[src/rtl/ip_wr_data.sv]
`default_nettype none
// ============================================================================
// Module   : ip_wr_data
// Purpose  : Inner-product result writer for the FC engine. Takes output-
//            neuron results from the inner-product accumulator, applies ReLU
//            on hidden layers (0..4) and writes them to consecutive addresses
//            of the ping-pong activation BRAM. It also tracks the per-layer
//            neuron count, flips the bank at layer end, and raises a sticky
//            error flag on protocol violations.
// Ports    :
//   clk_i              in   1   clock, rising edge
//   rstn_i             in   1   asynchronous active-low reset
//   cur_layer_index_i  in   3   layer index, sampled on layer_start_i only
//   layer_start_i      in   1   one-cycle pulse arming a new layer
//   ip_result_valid_i  in   1   result word valid
//   ip_result_i        in   FW  neuron result (two's complement)
//   wr_en_o            out  1   BRAM write enable
//   wr_addr_o          out  AW  BRAM write address
//   wr_data_o          out  FW  BRAM write data
//   wr_bank_o          out  1   ping-pong bank being written
//   busy_o             out  1   high while armed for a layer
//   layer_done_o       out  1   one-cycle pulse after the last write
//   err_o              out  1   sticky protocol error
// Revision : 1.0 - initial release
// ============================================================================
module ip_wr_data #(
   parameter int FW = 32,
   parameter int AW = 15
) (
   input  logic          clk_i,
   input  logic          rstn_i,
   input  logic [2:0]    cur_layer_index_i,
   input  logic          layer_start_i,
   input  logic          ip_result_valid_i,
   input  logic [FW-1:0] ip_result_i,
   output logic          wr_en_o,
   output logic [AW-1:0] wr_addr_o,
   output logic [FW-1:0] wr_data_o,
   output logic          wr_bank_o,
   output logic          busy_o,
   output logic          layer_done_o,
   output logic          err_o
);

   // Neuron position counter width; the write address is this counter
   // zero-extended to the BRAM address width.
   localparam int c_POS_W = 12;

   // Last neuron index of each layer (count minus one).
   localparam logic [c_POS_W-1:0] c_END_L0 = 12'd255;
   localparam logic [c_POS_W-1:0] c_END_L1 = 12'd4095;
   localparam logic [c_POS_W-1:0] c_END_L2 = 12'd255;
   localparam logic [c_POS_W-1:0] c_END_L3 = 12'd4095;
   localparam logic [c_POS_W-1:0] c_END_L4 = 12'd999;
   localparam logic [c_POS_W-1:0] c_END_L5 = 12'd999;
   localparam logic [c_POS_W-1:0] c_END_NA = 12'd0;

   // Last layer that gets ReLU; the classifier layer and the unused
   // indices pass results through untouched.
   localparam logic [2:0] c_LAST_RELU = 3'd4;

   typedef enum logic [1:0] {
      ST_IDLE  = 2'd0,
      ST_WRITE = 2'd1,
      ST_DONE  = 2'd2
   } state_t;

   // ---------------------------------------------------------------------
   // Registered state
   // ---------------------------------------------------------------------
   state_t               r_state;
   logic [2:0]           r_layer;
   logic [c_POS_W-1:0]   r_neuron_pos;
   logic                 r_wr_en;
   logic [AW-1:0]        r_wr_addr;
   logic [FW-1:0]        r_wr_data;
   logic                 r_wr_bank;
   logic                 r_busy;
   logic                 r_layer_done;
   logic                 r_err;

   // ---------------------------------------------------------------------
   // Next-state values
   // ---------------------------------------------------------------------
   state_t               w_state_nxt;
   logic [2:0]           w_layer_nxt;
   logic [c_POS_W-1:0]   w_neuron_pos_nxt;
   logic                 w_wr_en_nxt;
   logic [AW-1:0]        w_wr_addr_nxt;
   logic [FW-1:0]        w_wr_data_nxt;
   logic                 w_wr_bank_nxt;
   logic                 w_err_nxt;

   logic [c_POS_W-1:0]   w_neuron_end;
   logic [FW-1:0]        w_result_fmt;

   // Layer length lookup, driven by the latched layer so that index changes
   // between start pulses cannot disturb a layer in progress.
   always_comb begin
      w_neuron_end = c_END_NA;
      case (r_layer)
         3'd0:    w_neuron_end = c_END_L0;
         3'd1:    w_neuron_end = c_END_L1;
         3'd2:    w_neuron_end = c_END_L2;
         3'd3:    w_neuron_end = c_END_L3;
         3'd4:    w_neuron_end = c_END_L4;
         3'd5:    w_neuron_end = c_END_L5;
         default: w_neuron_end = c_END_NA;
      endcase
   end

   // Hidden layers clamp negative results to zero.
   always_comb begin
      w_result_fmt = ip_result_i;
      if ((r_layer <= c_LAST_RELU) && ip_result_i[FW-1]) begin
         w_result_fmt = '0;
      end
   end

   // ---------------------------------------------------------------------
   // Next-state / output logic
   // ---------------------------------------------------------------------
   always_comb begin
      w_state_nxt      = r_state;
      w_layer_nxt      = r_layer;
      w_neuron_pos_nxt = r_neuron_pos;
      w_wr_en_nxt      = 1'b0;
      w_wr_addr_nxt    = r_wr_addr;      // address holds between writes
      w_wr_data_nxt    = '0;             // data reads zero when not writing
      w_wr_bank_nxt    = r_wr_bank;
      w_err_nxt        = r_err;

      case (r_state)
         ST_IDLE: begin
            // A valid here (including one alongside the start pulse) has no
            // layer to belong to, so it is dropped.
            if (ip_result_valid_i) begin
               w_err_nxt = 1'b1;
            end
            if (layer_start_i) begin
               w_layer_nxt      = cur_layer_index_i;
               w_neuron_pos_nxt = '0;
               w_state_nxt      = ST_WRITE;
            end
         end

         ST_WRITE: begin
            if (layer_start_i) begin
               w_err_nxt = 1'b1;
            end
            if (ip_result_valid_i) begin
               w_wr_en_nxt   = 1'b1;
               w_wr_addr_nxt = {{(AW-c_POS_W){1'b0}}, r_neuron_pos};
               w_wr_data_nxt = w_result_fmt;
               if (r_neuron_pos == w_neuron_end) begin
                  w_neuron_pos_nxt = '0;
                  w_state_nxt      = ST_DONE;
               end else begin
                  w_neuron_pos_nxt = r_neuron_pos + 1'b1;
               end
            end
         end

         ST_DONE: begin
            // Single-cycle state: anything arriving here is a protocol error.
            if (layer_start_i || ip_result_valid_i) begin
               w_err_nxt = 1'b1;
            end
            w_wr_bank_nxt = ~r_wr_bank;
            w_state_nxt   = ST_IDLE;
         end

         default: begin
            w_state_nxt = ST_IDLE;
         end
      endcase
   end

   // ---------------------------------------------------------------------
   // Registers. busy/layer_done are derived from the next state so they
   // line up with the state they describe.
   // ---------------------------------------------------------------------
   always_ff @(posedge clk_i or negedge rstn_i) begin
      if (!rstn_i) begin
         r_state      <= ST_IDLE;
         r_layer      <= 3'd0;
         r_neuron_pos <= '0;
         r_wr_en      <= 1'b0;
         r_wr_addr    <= '0;
         r_wr_data    <= '0;
         r_wr_bank    <= 1'b0;
         r_busy       <= 1'b0;
         r_layer_done <= 1'b0;
         r_err        <= 1'b0;
      end else begin
         r_state      <= w_state_nxt;
         r_layer      <= w_layer_nxt;
         r_neuron_pos <= w_neuron_pos_nxt;
         r_wr_en      <= w_wr_en_nxt;
         r_wr_addr    <= w_wr_addr_nxt;
         r_wr_data    <= w_wr_data_nxt;
         r_wr_bank    <= w_wr_bank_nxt;
         r_busy       <= (w_state_nxt == ST_WRITE);
         r_layer_done <= (w_state_nxt == ST_DONE);
         r_err        <= w_err_nxt;
      end
   end

   assign wr_en_o      = r_wr_en;
   assign wr_addr_o    = r_wr_addr;
   assign wr_data_o    = r_wr_data;
   assign wr_bank_o    = r_wr_bank;
   assign busy_o       = r_busy;
   assign layer_done_o = r_layer_done;
   assign err_o        = r_err;

endmodule
`default_nettype wire

[config.mk]
export PLATFORM = sky130hd
export DESIGN_NAME = ip_wr_data
export DESIGN_NICKNAME = d
export VERILOG_FILES = /design/src/rtl/ip_wr_data.sv
export SDC_FILE = /design/constraint.sdc
export NUM_CORES = 1
export LEC_CHECK = 0
export CORE_MARGIN = 8
export CORE_UTILIZATION = 42
export CTS_BUF_LIST = sky130_fd_sc_hd__clkbuf_2
export DETAILED_ROUTE_END_ITERATION = 8
export GPL_TIMING_DRIVEN = 0
export PLACE_DENSITY = 0.75
export SETUP_SLACK_MARGIN = 0.05
export SYNTH_ARGS = -nofsm -noshare
export SYNTH_HDL_FRONTEND = slang
export SYNTH_SLANG_ARGS = --single-unit
[constraint.sdc]
create_clock -name clk_i -period 1.7 [get_ports clk_i]
set_clock_uncertainty 0.2 [all_clocks]
set_input_delay 0.255 -clock clk_i [delete_from_list [all_inputs] [get_ports clk_i]]
set_output_delay 0.255 -clock clk_i [all_outputs]
set_load 0.05 [all_outputs]
==> results of run 1 <==
[layout by cell type (no fill, tap or decap), types with 6 or more instances in the layout]
master,netlist,routed
buf_2,3,20
buf_4,4,28
nor2_1,8,6
inv_1,7,7
nand2_1,38,37
clkbuf_2,0,12
o21ai_0,11,8
and2_1,33,33
dfrtp_1,66,61
o21ai_1,3,6
clkbuf_4,0,20
clkdlybuf4s50_1,0,37
nand3_1,10,10
[logic make-up after synthesis]
group / count (synthesis)
AND/OR/NAND/NOR: 116
buffers and inverters: 23
multiplexers: 3
XOR/XNOR: 3
other: 1
AO/OA/AOI/OAI: 32
flip-flops: 66
adder cells (fa/ha/maj): 1
[Yosys cell counts (all sizes together), types with 2 or more instances]
library cell and n:
dfrtp 66, nand2 39, and2 33, o21ai 15, nand3 10, buf 9, inv 8, nor2 8
clkbuf 6, nand2b 5, nand4 5, a21oi 4, a31oi 4, and3 4, mux2 3, or4 3
a211oi 2, a21o 2, and4b 2, nor3 2, o22ai 2, or2 2, xnor2 2
[metal layers]
metal | vias to the layer above | global-route usage, % | share of wire (%) | wire, um
met2 | 96 | 22.2 | 45 | 2930
met1 | 985 | 16.0 | 37 | 2440
li1 | 1035 | - | - | -
met5 | - | 0 | 0 | 0
met4 | 0 | 6.66 | 2.2 | 144
met3 | 17 | 10.8 | 16 | 1020
[worst paths after layout]
path | slack (ps) | from | end | depth (start not counted)
worst min register to register | 290 | wr_bank_o | wr_bank_o | 1
worst max register to register | -310 | r_neuron_pos[7] | r_neuron_pos[6] | 6
worst min-delay path | 80 | ip_result_i[21] | wr_data_o[21] | 2
min in group asynchronous | 170 | rstn_i | wr_addr_o[2] | 2
max in group asynchronous | 540 | rstn_i | r_neuron_pos[7] | 2
worst max-delay path | -310 | r_neuron_pos[7] | r_neuron_pos[6] | 6
[worst max-delay path, delay by kind of cell, from the launching register on]
family | cells | cell delay [ps]
and+or+nand+nor | 1 | 330
AOI/OAI and AO/OA | 4 | 720
buffers and inverters | 1 | 170
DFF | 1 | 520
[area by class of cell]
cell class	instances	area (sq um)	share of cell area [%]
inverters	8	32.5	0.872
well taps	77	96.3	2.58
clock buffers	9	45.0	1.21
repair buffers	99	803	21.5
multi-input cells	158	936	25.1
clock inverters	7	60.1	1.61
plain buffers	14	97.6	2.62
flip-flops and latches	66	1660	44.5
[registers in the layout (all words and copies together), names as in the netlist]
register / flops
wr_data_o: 32
r_neuron_pos: 12
wr_addr_o: 12
r_layer: 3
r_state: 2
busy_o: 1
err_o: 1
layer_done_o: 1
wr_bank_o: 1
wr_en_o: 1
[timing repair]
item	4_1_cts	5_1_grt
hold buffers	1	0
setup buffers	7	3
endpoints found under the setup margin	109	87
cloned	1	0
gates resized for setup	261	55
hold endpoints to repair	66	0
pin swaps	8	1
[power breakdown]
part	leakage [nW]	switching (mW)	internal, mW
registers	0.847	0.242	1.88
clock network	0.0665	0.540	0.322
logic	0.920	1.33	0.716
total	1.83	2.11	2.92
==> flow_summary.toml, run 1 <==
[outcome]
status = "finished, violations left"
violations = "setup timing"

[logic_synthesis]
synth-async-reset-ratio_pct = 100
yosys.area.top_type_share_pct = 61.8
synth_mux_area_share_pct = 1.26
synth_compound_area_share_pct = 7.54
yosys.area_share.adder_pct = 0.468
synth-edff-count = 0
yosys-top-cells-area = "dfrtp_1, and2_1, nand2_1"
syn_area_per_cell_sq_um = 10.9
synth-seq-cells = 66
synth_ff_type = "dfrtp_1"
ys_seq_area_share_pct = 61.8
ys_types = 42
synth_xor_xnor_area_share_pct = 0.984
synth_simple_gate_area_share_pct = 23.3
synthesis.area_sq_um = 2670
ys_warn_count = 0
synth_cells = 245
yosysTopAreaCell = "dfrtp_1"
synth_top_family_by_area = "simple AND/OR/NAND/NOR gates"

[placement]
dp_cells = 411
dp_hpwl_um = 4680
dpl_worst_slack_ps = -353
gp_congestion = 0.836
postPlaceCellArea_sq_um = 3650
port_buffers = 87

[power_and_ir_drop]
power_mw = 5.04
power_density_nw_per_um2 = 1350
leakage_nw = 1.83
vdd_ir_drop_max_v = 0.000606

[drt]
drtIter0Drc = 112
first_pass_iters = 4
wl_per_cell_um = 14.9
drt-total-wl_um = 6530
ant_nets = 0
viasPerCell = 4.87
routed-via-count = 2133
route.detailed.drc = 0

[sta]
fin_crit_ps = 2010
worst_pin_slew_ps = 816
max_freq_mhz = 498
setup_tns_ps = -4190
finalWorstSetupSlack_ps = -308
rsz0062_at_grt = "yes"
hold_violations = 0
finalMaxSlewViolations = 0
hold_ws_ps = 81.9
fin_crit_sh_pct = 118
maxSlewHeadroom_pct = 45.6
setup_viol = 16

[setup_path]
worstPathMaxFanout = 9
critPathMaxStageDelay_ps = 520
crit_chain = "nor4_1 -> a32oi_1 -> a2111o_1 -> buf_6 -> a31oi_1 -> o22ai_1"
slowest_stage = "dfrtp_2"
start_kind = "register"
arrival_ps = 2200
critPathKind = "register to register"
worstPathRequired_ps = 1890
worst_setup_path_end_kind = "register"

[floorplanning]
initial_utilization_pct = 42.8
rows = 29
core_sq_um = 6240
die_area_sq_um = 9170
die_x_um = 95.8
io_pins = 91
die_y_um = 95.8

[global_routing]
grt_overflow_total = 0
gr-usage-all-layers_pct = 15.0
grt_pass1_wl_um = 10400
antenna_found_initial = 0
grt_pass1_vias = 2217
grt_max_degree = 67

[clock_network]
cts.sinks = 66
clockBufferDepth = 2
clockRootBuffer = "clkbuf_2"
clk_latency_ps = 480
cts_tree = "done"
cts_buffers = 9
ctsHtreeMaxLevel = 3
clk_pin_slew_ps = 190

[min_path]
hold_path_class = "input pin to register"

[cells_and_area]
final_cell_area_sq_um = 3730
fin_cells = 438
syn2layout_area_growth_pct = 39.6
fillers = 554
fin_nets = 396
antennaDiodeCount = 0
final_util_pct = 59.7
drive_gt1_share_pct = 30.2

[flow_run]
maxCapViolCount = 0
No activity file was read; power rests on OpenSTA's default activity.
==> run 2, diff against run 1 <==
GPL_TIMING_DRIVEN = not set   (was 0)
MAX_ROUTING_LAYER = met4   (was not set)
==> flow_summary.toml, run 2 (same netlist as run 1, synthesis figures left out) <==
[setup_path]
start_kind = "register"
path_buf_inv = 0
rrSetupSlack_ps = -310
worstPathMaxFanout = 7
crit_cells = 5
worst-r2r-cell-count = 5
critPathMaxStageDelay_ps = 570
cp_top_family = "compound AO/OA/AOI/OAI gates"
critPathKind = "register to register"
slowest_stage = "a2111o_2"
arrival_ps = 2200
worst_setup_path_end_kind = "register"
worstPathRequired_ps = 1890
crit_chain = "nand2b_4 -> a21o_1 -> a2111o_2 -> a31oi_1 -> o22ai_1"

[clock_network]
cts_tree = "done"
cts_buffers = 9
ctsHtreeMaxLevel = 3
clk_pin_slew_ps = 180
clockRootBuffer = "clkbuf_2"
cts.sinks = 66
clockBufferDepth = 2
clk_latency_ps = 500

[placement]
port_buffers = 87
postPlaceCellArea_sq_um = 3910
dp_hpwl_um = 5080
gp_congestion = 0.887
dp_cells = 428

[global_routing]
grtUsageMet1_pct = 18.3
grt_pass1_wl_um = 11200
met2_usage_pct = 26.3
grt_max_degree = 67
antenna_found_initial = 0
use_met3_pct = 7.80
gr-usage-all-layers_pct = 16.7
top_usage_layer = "met2"
grt_pass1_vias = 2409
grt_overflow_total = 0

[drt]
viasPerCell = 4.91
drtIter0Drc = 160
ant_nets = 0
routed-via-count = 2213
first_pass_iters = 4
wl_per_cell_um = 15.4
route.detailed.drc = 0
drt-total-wl_um = 6940

[sta]
rsz0062_at_grt = "yes"
hold_violations = 0
fin_crit_sh_pct = 118
setup_viol = 47
fin_crit_ps = 2010
finalWorstSetupSlack_ps = -309
max_freq_mhz = 498
finalMaxSlewViolations = 0

[power_and_ir_drop]
vdd_ir_drop_max_v = 0.000746
power_density_nw_per_um2 = 1350
power_mw = 5.55
leakage_nw = 2.00

[cells_and_area]
drive_gt1_share_pct = 32.4
fin_nets = 409
largest_reg_flops = 32
final_cell_area_sq_um = 4120
fin_cells = 451
syn2layout_area_growth_pct = 54.1
final_util_pct = 65.9
antennaDiodeCount = 0
mostFrequentLayoutCells = "dfrtp_1, buf_4, nand2_1, clkdlybuf4s50_1, and2_1"

[floorplanning]
rows = 29
initial_utilization_pct = 42.8
die_area_sq_um = 9170
core_sq_um = 6240
die_y_um = 95.8
die_x_um = 95.8
io_pins = 91

[min_path]
hold_path_class = "input pin to asynchronous set/reset pin"

[outcome]
status = "finished, violations left"
violations = "setup timing"

[flow_run]
maxCapViolCount = 0
-- run 2: cell types whose count changed in the layout (fill, tap and decap cells not counted), sizes merged --
cell,delta
buf,+35
clkbuf,-23
a2111o,+1
-- run 2: cell type report --
type	instances	area [sq um]
fillers	488	2130
flip-flops and latches	66	1650
repair buffers	125	1280
multi-input cells	159	952
well taps	77	96.3
clock inverters	7	60.1
clock buffers	9	45.0
inverters	8	32.5
-- run 2: worst paths after layout --
kind,from,to
min in group clk_i,ip_result_i[27],wr_data_o[27]
worst min register to register,wr_bank_o,wr_bank_o
worst max-delay path,r_layer[2],r_neuron_pos[6]
max in group asynchronous,rstn_i,wr_data_o[28]
worst max register to register,r_layer[2],r_neuron_pos[6]
worst min-delay path,rstn_i,r_neuron_pos[7]
-- run 2: power breakdown --
group / internal [mW] / total (mW) / switching [mW]
clock: 0.322 / 0.870 / 0.548
sequential: 1.88 / 2.15 / 0.269
combinational: 1.12 / 2.53 / 1.41
total: 3.32 / 5.55 / 2.23
-- run 2: stage by stage --
stage | hold slack, ps | TNS (ps) | setup slack [ps]
finish | 71.5 | -5660 | -309
global placement | 95.6 | -3400 | -266
global route | 37.4 | -9800 | -380
CTS | 51.5 | -2470 | -228
floorplan | -241 | -1030 | -178
detailed placement | 102 | -5020 | -322
-- run 2: what timing repair did --
item | in CTS | in global routing
buffers inserted | 1 | 4
setup endpoints to repair | 47 | 48
pin swaps | 11 | 8
gates cloned | 1 | 0
gates resized for setup | 7 | 5
hold buffers | 1 | 0
endpoints found under the hold margin | 66 | 0
-- run 2: worst reg2reg max path, delay by kind of cell (launching register included) --
kind / cells / cell delay (ps)
AOI/OAI and AO/OA: 4 / 1070
DFF: 1 / 480
and+or+nand+nor: 1 / 160
-- run 2: layer usage --
layer / wire, um / vias to the layer above
met3: 696 / 7
met2: 3370 / 105
met4: 87 / 0
met1: 2790 / 1039
met5: 0 / -
li1: - / 1062
